## src/rtl/spi_xfer_seq.sv

```systemverilog
// spi_xfer_seq: burst sequencer in front of an SPI master's SFR port.
// It takes one request, programs SPCR and SPER, asserts one slave select,
// then moves up to 16 bytes through SPDR. For each byte it polls SPIF,
// clears SPIF and returns the received byte on a valid/ready stream.
// Every output is registered except req_ready and tx_ready.
module spi_xfer_seq #(
    parameter int unsigned SS_SETUP = 2,    // spssn low cycles before first SPDR write (1..15)
    parameter int unsigned SS_HOLD  = 2,    // spssn low cycles after last byte (1..15)
    parameter int unsigned TIMEOUT  = 1023  // max SPIF poll cycles per byte
) (
    input  logic       clk,
    input  logic       rst_n,
    input  logic       req_valid,
    output logic       req_ready,
    input  logic [1:0] req_mode,
    input  logic [1:0] req_div,
    input  logic [2:0] req_ss,
    input  logic [3:0] req_len,
    input  logic       tx_valid,
    output logic       tx_ready,
    input  logic [7:0] tx_data,
    output logic       rx_valid,
    input  logic       rx_ready,
    output logic [7:0] rx_data,
    output logic       sfrwe,
    output logic [1:0] sfraddr_w,
    output logic [2:0] sfraddr_r,
    output logic [7:0] spidata_i,
    input  logic [7:0] sfr_data_o,
    output logic [7:0] spssn_i,
    output logic       done,
    output logic       err
);

    typedef enum logic [3:0] {
        IDLE, W_CR, W_ER, SS_ON, TX_WAIT, W_DR, POLL, CLR, RD_DR, RX_OUT, SS_OFF, DONE
    } state_e;

    localparam logic [1:0] A_SPCR = 2'b00;
    localparam logic [1:0] A_SPSR = 2'b01;
    localparam logic [1:0] A_SPER = 2'b10;
    localparam logic [1:0] A_SPDR = 2'b11;
    localparam logic [2:0] R_SPSR = 3'b001;
    localparam logic [2:0] R_SPDR = 3'b011;

    // One shared counter serves setup, poll, read-latency and hold phases.
    localparam int CW = 10;

    state_e         state_q, state_d;
    logic [1:0]     mode_q, mode_d;
    logic [1:0]     div_q, div_d;
    logic [2:0]     ss_q, ss_d;
    logic [3:0]     len_q, len_d;
    logic [7:0]     tx_byte_q, tx_byte_d;
    logic [3:0]     byte_cnt_q, byte_cnt_d;
    logic [CW-1:0]  cnt_q, cnt_d;
    logic [7:0]     rx_data_q, rx_data_d;
    logic           rx_valid_q, rx_valid_d;
    logic           err_q, err_d;
    logic           done_q, done_d;
    logic           sfrwe_q, sfrwe_d;
    logic [1:0]     sfraddr_w_q, sfraddr_w_d;
    logic [2:0]     sfraddr_r_q, sfraddr_r_d;
    logic [7:0]     spidata_i_q, spidata_i_d;
    logic [7:0]     spssn_q, spssn_d;

    // Next-state and datapath: sequence the burst and track byte/phase counters.
    // NOTE: every signal gets a default first so no path through the case infers a latch.
    always_comb begin
        state_d    = state_q;
        mode_d     = mode_q;
        div_d      = div_q;
        ss_d       = ss_q;
        len_d      = len_q;
        tx_byte_d  = tx_byte_q;
        byte_cnt_d = byte_cnt_q;
        cnt_d      = cnt_q;
        rx_data_d  = rx_data_q;
        err_d      = err_q;
        case (state_q)
            IDLE: if (req_valid) begin
                mode_d  = req_mode;
                div_d   = req_div;
                ss_d    = req_ss;
                len_d   = req_len;
                err_d   = 1'b0;
                state_d = W_CR;
            end
            W_CR: state_d = W_ER;
            W_ER: begin
                cnt_d      = '0;
                byte_cnt_d = '0;
                state_d    = SS_ON;
            end
            SS_ON: begin
                if (cnt_q == CW'(SS_SETUP - 1)) state_d = TX_WAIT;
                else                            cnt_d   = cnt_q + 1'b1;
            end
            TX_WAIT: if (tx_valid) begin
                tx_byte_d = tx_data;
                state_d   = W_DR;
            end
            W_DR: begin
                cnt_d   = '0;
                state_d = POLL;
            end
            POLL: begin
                if (sfr_data_o[7]) begin
                    state_d = CLR;
                end else if (cnt_q == CW'(TIMEOUT - 1)) begin
                    // Abort: skip the remaining bytes and release the slave.
                    err_d   = 1'b1;
                    cnt_d   = '0;
                    state_d = SS_OFF;
                end else begin
                    cnt_d = cnt_q + 1'b1;
                end
            end
            CLR: begin
                cnt_d   = '0;
                state_d = RD_DR;
            end
            RD_DR: begin
                // Read data lags the address by one cycle; sample on the second.
                if (cnt_q == CW'(1)) begin
                    rx_data_d = sfr_data_o;
                    state_d   = RX_OUT;
                end else begin
                    cnt_d = cnt_q + 1'b1;
                end
            end
            RX_OUT: if (rx_ready) begin
                // Compare before increment so the 4-bit counter never wraps.
                if (byte_cnt_q == len_q) begin
                    cnt_d   = '0;
                    state_d = SS_OFF;
                end else begin
                    byte_cnt_d = byte_cnt_q + 1'b1;
                    state_d    = TX_WAIT;
                end
            end
            SS_OFF: begin
                if (cnt_q == CW'(SS_HOLD - 1)) state_d = DONE;
                else                           cnt_d   = cnt_q + 1'b1;
            end
            DONE:    state_d = IDLE;
            default: state_d = IDLE;
        endcase
    end

    // Output decode from the next state, so registered outputs line up with the state they belong to.
    always_comb begin
        sfrwe_d     = 1'b0;
        sfraddr_w_d = sfraddr_w_q;
        spidata_i_d = spidata_i_q;
        sfraddr_r_d = sfraddr_r_q;
        spssn_d     = spssn_q;
        case (state_d)
            W_CR: begin
                sfrwe_d     = 1'b1;
                sfraddr_w_d = A_SPCR;
                spidata_i_d = {1'b0, 1'b1, 1'b0, 1'b1, mode_d, 2'b00};
            end
            W_ER: begin
                sfrwe_d     = 1'b1;
                sfraddr_w_d = A_SPER;
                spidata_i_d = {6'b0, div_d};
            end
            SS_ON: spssn_d = ~(8'h01 << ss_d);
            W_DR: begin
                sfrwe_d     = 1'b1;
                sfraddr_w_d = A_SPDR;
                spidata_i_d = tx_byte_d;
                // Point at SPSR early so the first poll cycle sees valid status.
                sfraddr_r_d = R_SPSR;
            end
            POLL:  sfraddr_r_d = R_SPSR;
            CLR: begin
                sfrwe_d     = 1'b1;
                sfraddr_w_d = A_SPSR;
                spidata_i_d = 8'h80;
            end
            RD_DR:   sfraddr_r_d = R_SPDR;
            DONE:    spssn_d     = 8'hFF;
            default: ;
        endcase
    end

    assign rx_valid_d = (state_d == RX_OUT);
    assign done_d     = (state_d == DONE);

    // State and output registers; reset releases the slave select immediately.
    // NOTE: sequential state uses non-blocking assignments so all flops update together.
    always_ff @(posedge clk or negedge rst_n) begin
        if (!rst_n) begin
            state_q     <= IDLE;
            mode_q      <= '0;
            div_q       <= '0;
            ss_q        <= '0;
            len_q       <= '0;
            tx_byte_q   <= '0;
            byte_cnt_q  <= '0;
            cnt_q       <= '0;
            rx_data_q   <= '0;
            rx_valid_q  <= 1'b0;
            err_q       <= 1'b0;
            done_q      <= 1'b0;
            sfrwe_q     <= 1'b0;
            sfraddr_w_q <= '0;
            sfraddr_r_q <= '0;
            spidata_i_q <= '0;
            spssn_q     <= 8'hFF;
        end else begin
            state_q     <= state_d;
            mode_q      <= mode_d;
            div_q       <= div_d;
            ss_q        <= ss_d;
            len_q       <= len_d;
            tx_byte_q   <= tx_byte_d;
            byte_cnt_q  <= byte_cnt_d;
            cnt_q       <= cnt_d;
            rx_data_q   <= rx_data_d;
            rx_valid_q  <= rx_valid_d;
            err_q       <= err_d;
            done_q      <= done_d;
            sfrwe_q     <= sfrwe_d;
            sfraddr_w_q <= sfraddr_w_d;
            sfraddr_r_q <= sfraddr_r_d;
            spidata_i_q <= spidata_i_d;
            spssn_q     <= spssn_d;
        end
    end

    assign req_ready = (state_q == IDLE);
    assign tx_ready  = (state_q == TX_WAIT) && tx_valid;
    assign rx_valid  = rx_valid_q;
    assign rx_data   = rx_data_q;
    assign sfrwe     = sfrwe_q;
    assign sfraddr_w = sfraddr_w_q;
    assign sfraddr_r = sfraddr_r_q;
    assign spidata_i = spidata_i_q;
    assign spssn_i   = spssn_q;
    assign done      = done_q;
    assign err       = err_q;

endmodule

```

## config.mk

```make
export PLATFORM = sky130hd
export DESIGN_NAME = spi_xfer_seq
export DESIGN_NICKNAME = d
export VERILOG_FILES = /design/src/rtl/spi_xfer_seq.sv
export SDC_FILE = /design/constraint.sdc
export NUM_CORES = 1
export LEC_CHECK = 0
export ABC_AREA = 1
export BUFFER_PORTS_ARGS = -buffer_cell sky130_fd_sc_hd__buf_2
export CAP_MARGIN = 30
export CORE_MARGIN = 2
export CORE_UTILIZATION = 35
export DETAILED_ROUTE_END_ITERATION = 7
export PLACE_DENSITY_LB_ADDON = 0.15
export SKIP_LAST_GASP = 1
export SYNTH_ARGS = -nofsm -noshare
export SYNTH_HDL_FRONTEND = slang
export SYNTH_SLANG_ARGS = --single-unit
```

## constraint.sdc

```tcl
create_clock -name clk -period 4.7 [get_ports clk]
set_input_delay 0 -clock clk [delete_from_list [all_inputs] [get_ports clk]]
set_output_delay 0 -clock clk [all_outputs]
set_load 0.03 [all_outputs]
```

==> results.toml, run 1 <==
[sta]
fmax_mhz = 507.2
final_hold_viol_count = 0
slew_headroom = 0.4875
setup_ws_ns = 2.728
final_max_slew_viol_count = 0
post-route-period-util = 0.4195
min_period_ns = 1.972
setup_viol = 0
whs_ns = 0.02644
rsz0062_at_grt = "no"
tns_ns = 0
worst_slew_pin_slew_ns = 0.7688
clock_skew_ns = 0.01016

[power_and_ir_drop]
pwr-share-clk = 0.166
power.density_mw_per_mm2 = 690.4
peakVddDrop_mv = 0.3060
p_switching_uw = 1366
power.share.sequential = 0.310
pwr-share-comb = 0.524
p_leak_uw = 0.002201
p_int_uw = 1415
power_switching_share = 0.4912

[die]
start_util = 0.3629
core_area_mm2 = 0.008806
fp.dieW_um = 99.55
die_h_um = 99.55
io_pins = 67
row_count = 34
die_area_mm2 = 0.009910

[critical_path]
timing.rr.end = "sfraddr_r[1]$_DFFE_PN0P_"
worstPathCellList = "ha_1, nand2_1, nor2_1, nand2_1, nand2_1, nand3_2, nor2_4, nand3_1, nand3_1, nand2_1"
critPathMaxStageDelay_ns = 0.48
critical_path_arrival_ns = 2.19
cp_slowest_cell = "dfrtp_1"
critPathRequiredTime_ns = 4.92
reg2reg_from = "cnt_q[0]$_DFFE_PN0P_"
crit_path_end_kind = "flop"
worstPathMaxFanout = 8
worst_r2r_path_depth = 10
reg2reg_setup_slack_ns = 2.73
setup.worst_path.class = "reg -> reg"
start_kind = "flop"
crit_path_frequent_cell = "nand2_1"

[drt]
antenna_left = 0
firstDrtPassIters = 4
drt_iter0_drc = 144
wl_um = 7725
vias_per_cell = 4.661
wire_per_inst_um = 12.58
drc = 0
detailroute.via_count = 2862

[global_route]
use_met3 = 0.04427
use_met2 = 0.2713
grt_pass1_wl_um = 12990
grt_overflow = 0
grt_max_degree = 60
first_global_vias = 2822
busiest_layer = "met2"
grt_util_met1 = 0.2174
antenna_found_initial = 0
grt_usage = 0.1651

[synthesis]
synth_edf_count = 0
syn_avg_cell_area_um2 = 7.794
synthArstFlopShare = 1.000
yosysMostFrequentCell = "nand2_1"
synthFlopType = "dfrtp_1"
syn_inst = 410
synth_common_cells = "nand2_1, dfrtp_1, inv_1, nand3_1, nor2_1"
yosys_warnings = 0
synth_area_mm2 = 0.003196
ys_seq_area_frac = 0.4652
synthTopCellsByArea = "dfrtp_1, nand2_1, dfstp_2"
yosys.area.top_type_share = 0.3994
synth.distinct_cells = 36
synth_top_cell_by_area = "dfrtp_1"
yosys_register_bits = 59
syn-num-nets = 446

[final_layout]
drive_above_1_share = 0.2431
area_growth_syn_to_layout_pct = 26.08
diodes = 0
stdcell_count = 614
fillers = 898
final_nets = 537

[hold_path]
min_to = "spidata_i[6]$_DFFE_PN0P_"
hp-start = "tx_data[6]"
hp-class = "in -> reg"
hold_depth = 5

[clock_network]
cts_made_buffers = 9
cts_buffer_depth = 2
clock_sinks = 59
root_buffer = "clkbuf_8"
clk_latency_ns = 0.34
ctsResizeCount = 0
htreeDepth = 3
cts_tree = "yes"
clkTransAtPathRegs_ns = 0.07

[placed_design]
dpl.hpwl_um = 5605
routabilityCongestion = 0.8611
place_inst = 577
io_buffers = 65
place_ws_ns = 2.711

[status]
status = "finished clean"

[flow_run]
maxCapViolations = 0
-- how the worst max path moves through the flow --
stage	start	end	cells after the start
CTS	cnt_q[0]$_DFFE_PN0P_	spssn_i[6]$_DFFE_PN1P_	10
finish	cnt_q[0]$_DFFE_PN0P_	sfraddr_r[1]$_DFFE_PN0P_	10
detailed placement	cnt_q[0]$_DFFE_PN0P_	spssn_i[5]$_DFFE_PN1P_	10
global route	cnt_q[0]$_DFFE_PN0P_	spssn_i[0]$_DFFE_PN1P_	10
floorplan	cnt_q[1]$_DFFE_PN0P_	sfraddr_r[1]$_DFFE_PN0P_	11
global placement	cnt_q[0]$_DFFE_PN0P_	spssn_i[7]$_DFFE_PN1P_	10
-- layout by cell type, fill, tap and decap left out, types with 4 or more instances in the layout --
cell type      netlist  final
clkbuf_8             0     10
inv_1               46     46
nand3b_1             4      4
xor2_1               9      9
nand3_2              5      5
nand3_1             37     37
nor3_1               4      4
dlygate4sd3_1        0     21
inv_2               14     14
nand2_1            139    139
nand4_1             12     12
dfstp_2              8      8
buf_2                1     65
nor2_2               4      4
ha_1                 4      4
o21ai_0             13     13
dfrtp_1             51     51
nor2_1              21     21
o22ai_1              4      4
-- stage by stage --
| stage | power [µW] | util | area (µm²) |
|---|---|---|---|
| 6_report | 2782 | 0.4575 | 4029 |
| 5_1_grt | 3038 | 0.4575 | 4029 |
| 4_1_cts | 2820 | 0.4575 | 4029 |
| 3_5_place_dp | 2333 | 0.4116 | 3625 |
| 3_3_place_gp | 2326 | 0.4116 | 3625 |
| 2_1_floorplan | 1977 | - | 3196 |
-- cell type report --
type,instances,area [µm²],share of cell area
sequential,59,1486,0.3689
clock inverter,5,52.55,0.01304
timing repair buffer,87,543.0,0.1348
inverter,60,225.2,0.05590
multi-input combinational,284,1445,0.3587
tap,108,135.1,0.03354
clock buffer,11,141.4,0.03509
-- power groups by stage --
stage                     Combinational (µW)  Sequential [µW]  Clock, µW
after global routing                    1650              887        503
after CTS                               1480              863        479
after detailed placement                1470              868          0
after global placement                  1450              871          0
final                                   1460              861        462
after floorplan                          890             1090          0
-- logic make-up (layout without fill, tap and decap cells) --
| logic type | after synthesis | in the layout | share of synthesized area |
|---|---|---|---|
| fa+ha+maj | 4 | 4 | 0.01566 |
| buf+inv | 67 | 163 | 0.08261 |
| compound gates | 33 | 33 | 0.06343 |
| simple gates | 235 | 235 | 0.3414 |
| flops | 59 | 59 | 0.4652 |
| xor+xnor | 10 | 10 | 0.02741 |
| mux | 1 | 1 | 0.003132 |
| other cells | 1 | 1 | 0.001174 |
-- state kept, by name, indices dropped and copies added (netlist names), 3 cells and up --
name	count
cnt_q	10
rx_data	8
spidata_i	8
spssn_i	8
byte_cnt_q	4
len_q	4
state_q	4
ss_q	3
-- metal layers --
layer  part of all wire  wire length, µm
met1               0.50             3846
met2               0.45             3505
met5                  0                0
met3              0.038              293
met4              0.010               79
-- timing repair --
item / in CTS / in global routing
buffers inserted: 0 / 0
hold endpoints to repair: 71 / 0
hold buffers: 21 / 0
-- critical path: cells and delay by family (launching register included) --
family / cells / cell delay, ns
fa+ha+maj: 1 / 0.19
flops: 1 / 0.48
simple gates: 9 / 1.21
Power figures use the tool's default switching activity.
==> run 2: changes to the inputs <==
--- a/config.mk
+++ b/config.mk
@@ -5,7 +5,7 @@
 export SDC_FILE = /design/constraint.sdc
 export NUM_CORES = 1
 export LEC_CHECK = 0
-export ABC_AREA = 1
+export ABC_AREA = 0
 export BUFFER_PORTS_ARGS = -buffer_cell sky130_fd_sc_hd__buf_2
 export CAP_MARGIN = 30
 export CORE_MARGIN = 2
==> constraint.sdc (replaced) <==
create_clock -name clk -period 1.95 [get_ports clk]
set_input_delay 0 -clock clk [delete_from_list [all_inputs] [get_ports clk]]
set_output_delay 0 -clock clk [all_outputs]
set_load 0.03 [all_outputs]
==> results.toml, run 2 <==
[drt]
vias_per_cell = 4.920
antenna_left = 0
drt_iter0_drc = 100
wire_per_inst_um = 14.70
firstDrtPassIters = 4
detailroute.via_count = 2814
drc = 0
wl_um = 8407

[synthesis]
synth_top_cell_by_area = "dfrtp_1"
synthArstFlopShare = 1.000
syn_avg_cell_area_um2 = 10.81
yosys_warnings = 0
synthTopCellsByArea = "dfrtp_1, dfstp_2, mux2_4"
ys_seq_area_frac = 0.4855
yosysMostFrequentCell = "dfrtp_1"
synth_area_mm2 = 0.003113
yosys.area.top_type_share = 0.4180
syn-num-nets = 324
synthFlopType = "dfrtp_1"
synth.distinct_cells = 62
synth_common_cells = "dfrtp_1, nand2_1, nor2_1, nand3_1, inv_1"
synth_edf_count = 0
syn_inst = 288
yosys_register_bits = 60

[clock_network]
htreeDepth = 3
cts_buffer_depth = 2
clk_latency_ns = 0.35
cts_made_buffers = 9
clock_sinks = 60
cts_tree = "yes"
clkTransAtPathRegs_ns = 0.07
root_buffer = "clkbuf_8"

[final_layout]
regMostFlops = "cnt_q"
seqCellArea_mm2 = 0.001518
final_nets = 495
area_growth_syn_to_layout_pct = 56.59
largest_reg_flops = 10
fillers = 749
mostFrequentLayoutCells = "buf_4, buf_2, dfrtp_1"
multiInputGateArea_mm2 = 0.001723
diodes = 0
drive_above_1_share = 0.5194
post-route-cell-area_mm2 = 0.004875
mostFrequentLayoutCell = "buf_4"
stdcell_count = 572

[critical_path]
worst_r2r_path_depth = 7
crit_cells = 7
worstPathMaxFanout = 5
critPathRequiredTime_ns = 2.22
setup.worst_path.class = "reg -> reg"
worstPathCellList = "inv_2, ha_4, nor3b_2, a31oi_2, or4_4, and3_4, mux2_4"
critical_path_arrival_ns = 2.46
crit_family = "simple AND/OR/NAND/NOR gates"
path_buf_inv = 1
crit_path_end_kind = "flop"
cp_slowest_cell = "or4_4"
start_kind = "flop"
critPathMaxStageDelay_ns = 0.56

[status]
violations = "negative setup slack"
status = "finished, violations left"

[sta]
worst_slew_pin_slew_ns = 0.5479
setup_ws_ns = -0.2336
final_max_slew_viol_count = 0
setup_viol = 40
final_hold_viol_count = 0
fmax_mhz = 458.0
clock_skew_ns = 0.01697
slew_headroom = 0.6340
min_period_ns = 2.184
post-route-period-util = 1.120
rsz0062_at_grt = "yes"

[die]
start_util = 0.3587
die_area_mm2 = 0.009665
fp.dieW_um = 98.31
die_h_um = 98.31
io_pins = 67
row_count = 34
core_area_mm2 = 0.008678

[global_route]
grt_max_degree = 22
first_global_vias = 2862
grt_overflow = 0
antenna_found_initial = 0
grt_pass1_wl_um = 13390
grt_usage = 0.1728

[power_and_ir_drop]
power_switching_share = 0.3951
p_leak_uw = 0.002308
power.density_mw_per_mm2 = 1578
pwr-share-comb = 0.575
pwr-share-clk = 0.163
power.share.sequential = 0.262
p_switching_uw = 3038
peakVddDrop_mv = 1.006
p_int_uw = 4652

[flow_run]
maxCapViolations = 0

[placed_design]
dpl.hpwl_um = 5533
routabilityCongestion = 0.8017
place_area_mm2 = 0.004025
place_inst = 512
io_buffers = 65

[hold_path]
hold_depth = 3
hp-class = "in -> reg"
run 2: power groups by stage:
stage / registers [µW] / logic, µW / clock network, µW
3_3_place_gp: 2020 / 3790 / 0
4_1_cts: 1990 / 4170 / 1300
5_1_grt: 2070 / 4750 / 1360
2_1_floorplan: 2430 / 2130 / 0
6_report: 2020 / 4420 / 1250
3_5_place_dp: 2020 / 3830 / 0
run 2: layer usage:
metal,part of all wire,global-route usage
met1,0.47,0.2342
met2,0.47,0.2637
met3,0.034,0.03579
met4,0.025,0.08430
met5,0,0
run 2: cell type report:
cell class,count,area share
multi-input cells,200,0.3534
flip-flops and latches,60,0.3113
repair buffers,173,0.2510
clock buffers,12,0.02977
well taps,108,0.02772
clock inverters,4,0.01514
inverters,15,0.01155
run 2: per-stage QoR:
step	utilization	TNS, ns	total power (µW)	hold slack (ns)	setup slack [ns]
3_3_place_gp	0.4638	-7.422	5810	-0.02107	-0.2988
4_1_cts	0.5388	-4.673	7459	0.002844	-0.1951
6_report	0.5617	-5.634	7690	0.02032	-0.2336
3_5_place_dp	0.4638	-7.732	5845	-0.02148	-0.3112
5_1_grt	0.5617	-8.623	8176	0.03051	-0.2996
2_1_floorplan	-	-2.730	4563	-0.2956	-0.2937
run 2: repair_timing:
item                       CTS  global route
resized for setup           27            28
gates cloned                 1             1
setup buffers                9             9
pin swaps                   20            16
hold endpoints to repair    40             1
hold buffers                24             1
setup endpoints to repair   41            43
run 2: cells by family (layout without fill, tap and decap cells):
group / Yosys count / count (layout) / synth area share
and+or+nand+nor: 106 / 107 / 0.1969
DFF: 60 / 60 / 0.4855
AOI/OAI and AO/OA: 54 / 54 / 0.1310
buffers and inverters: 29 / 204 / 0.04340
muxes: 28 / 28 / 0.1089
xor gates and xnor gates: 6 / 6 / 0.01688
adders and majority gates: 4 / 4 / 0.01608
other: 1 / 1 / 0.001205
run 2: worst paths after layout:
path,slack (ns),endpoint,from
setup / recovery,-0.23,spssn_i[2]$_DFFE_PN1P_,cnt_q[1]$_DFFE_PN0P_
hold / removal,0.02,spidata_i[6]$_DFFE_PN0P_,req_valid
setup reg to reg,-0.23,spssn_i[2]$_DFFE_PN1P_,cnt_q[1]$_DFFE_PN0P_
hold reg to reg,0.48,tx_byte_q[7]$_DFF_PN0_,tx_byte_q[7]$_DFF_PN0_
max in group asynchronous,1.11,spssn_i[4]$_DFFE_PN1P_,rst_n
min in group asynchronous,0.13,rx_data[5]$_DFFE_PN0P_,rst_n
run 2: worst min-delay path, delay by kind of cell:
family,cells,cell delay [ns]
AO/OA/AOI/OAI,2,0.19
buffers and inverters,1,0.14
==> run 3: changes to the inputs <==
--- a/config.mk
+++ b/config.mk
@@ -12,6 +12,8 @@
 export CORE_UTILIZATION = 35
 export DETAILED_ROUTE_END_ITERATION = 7
 export PLACE_DENSITY_LB_ADDON = 0.15
+export REMOVE_ABC_BUFFERS = 1
+export SETUP_SLACK_MARGIN = 0.2
 export SKIP_LAST_GASP = 1
 export SYNTH_ARGS = -nofsm -noshare
 export SYNTH_HDL_FRONTEND = slang
==> results.toml, run 3 (synthesis results as in run 2) <==
[hold_path]
hp-class = "in -> reg"
hold_depth = 4

[final_layout]
mostFrequentLayoutCell = "buf_4"
area_growth_syn_to_layout_pct = 64.87
postLayoutCoreUtil = 0.5914
regMostFlops = "cnt_q"
final_nets = 510
largest_reg_flops = 10
mostFrequentLayoutCells = "buf_4, buf_2, dfrtp_1"
diodes = 0
drive_above_1_share = 0.5616
fillers = 736

[clock_network]
cts_made_buffers = 9
cts_buffer_depth = 2
htreeDepth = 3
clock_sinks = 60
clkTransAtPathRegs_ns = 0.08
clk_latency_ns = 0.34
root_buffer = "clkbuf_8"
cts_tree = "yes"

[sta]
setup_ws_ns = -0.3283
final_hold_viol_count = 0
post-route-period-util = 1.168
final_max_slew_viol_count = 0
min_period_ns = 2.278
slew_headroom = 0.6444
fmax_mhz = 438.9
rsz0062_at_grt = "yes"
worst_slew_pin_slew_ns = 0.5289
clock_skew_ns = 0.01282
setup_viol = 48

[critical_path]
crit_path_end_kind = "flop"
critPathRequiredTime_ns = 2.22
critPathMaxStageDelay_ns = 0.56
cp_slowest_cell = "or4_4"
worstPathMaxFanout = 6
worst_r2r_path_depth = 9
start_kind = "flop"
path_buf_inv = 3
setup.worst_path.class = "reg -> reg"
crit_path_frequent_cell = "buf_6"
critical_path_arrival_ns = 2.55
worstPathCellList = "buf_6, nor4bb_1, a22o_1, or4_4, buf_6, o31ai_4, buf_4, o211ai_1, a2bb2oi_1"
crit_cells = 9
crit_family = "simple AND/OR/NAND/NOR gates"

[drt]
wl_um = 9216
detailroute.via_count = 2931
drt_iter0_drc = 110
wire_per_inst_um = 15.70
firstDrtPassIters = 5
vias_per_cell = 4.993
antenna_left = 0
drc = 0

[status]
violations = "negative setup slack"
status = "finished, violations left"

[power_and_ir_drop]
power.share.sequential = 0.243
p_switching_uw = 3332
power_switching_share = 0.4021
fin_total_pwr_uw = 8288
pwr-share-comb = 0.619
pwr-share-clk = 0.138
power.density_mw_per_mm2 = 1615
p_leak_uw = 0.002456
peakVddDrop_mv = 0.8653
p_int_uw = 4956

[global_route]
grt_max_degree = 22
grt_usage = 0.1876
grt_pass1_wl_um = 14490
antenna_found_initial = 0
first_global_vias = 2954
grt_overflow = 0

[flow_run]
maxCapViolations = 0

[placed_design]
io_buffers = 65
routabilityCongestion = 0.7723
dpl.hpwl_um = 5724

[die]
start_util = 0.3587
row_count = 34
core_area_mm2 = 0.008678
die_area_mm2 = 0.009665
fp.dieW_um = 98.31
io_pins = 67
die_h_um = 98.31
## run 3: cell types whose count changed in the layout (fill, tap and decap cells not counted), sizes merged
cell | previous run | this run
bufinv | 2 | 1
inv | 14 | 16
buf | 147 | 163
clkinv | 3 | 5
clkbuf | 13 | 9
## run 3: final timing paths
kind                                               start                        end  slack (ns)
worst max-delay path                state_q[1]$_DFF_PN0_   spidata_i[2]$_DFFE_PN0P_       -0.33
worst min-delay path                           req_ss[1]          ss_q[1]$_DFF_PN0_        0.02
worst max register to register      state_q[1]$_DFF_PN0_   spidata_i[2]$_DFFE_PN0P_       -0.33
worst min register to register  sfraddr_r[0]$_DFFE_PN0P_   sfraddr_r[0]$_DFFE_PN0P_        0.48
max in group asynchronous                          rst_n     spssn_i[1]$_DFFE_PN1P_        1.09
min in group asynchronous                          rst_n  byte_cnt_q[3]$_DFFE_PN0P_        0.15
## run 3: cell type report
type                       count  area, µm²  share of cell area
multi-input combinational    200       1788              0.3484
clock buffer                   9      123.9             0.02413
tap                          108      135.1             0.02633
sequential                    60       1514              0.2950
clock inverter                 7      75.07             0.01463
inverter                      15      58.81             0.01146
timing repair buffer         188       1438              0.2801
## run 3: power by group through the flow
stage	combinational, µW	clock [µW]	sequential (µW)
after floorplan	1770	0	2500
after CTS	4510	1180	1980
after global placement	3760	0	1970
after detailed placement	3790	0	1980
after global routing	5460	1220	2060
final	5130	1140	2010
## run 3: routing by layer
metal / global-route usage / wire, µm
met5: 0 / 0
met4: 0.05796 / 126
met3: 0.04438 / 279
met2: 0.3087 / 4589
met1: 0.2457 / 4221
## run 3: metrics by stage
step	cells	worst slack (ns)	hold WS, ns	instance area (µm²)	setup TNS, ns
floorplan	274	-0.4919	-0.2956	3034	-8.430
global placement	513	-0.4104	-0.002739	3990	-9.493
detailed placement	513	-0.4517	-0.007022	3990	-9.731
CTS	570	-0.2381	0.01454	4812	-5.270
global route	587	-0.4023	0.02355	5132	-12.24
finish	587	-0.3283	0.01724	5132	-8.695
## run 3: tightest hold or removal path: stages
cell	delay, ns
buf_2	0.10
mux2i_4	0.07
inv_2	0.05
buf_4	0.11
## run 3: timing repair
action	in CTS	in global routing
buffers inserted	14	17
hold buffers	25	0
setup endpoints to repair	53	58
pin swaps	20	19
gates resized for setup	68	42
endpoints found under the hold margin	40	0
gates cloned	2	0
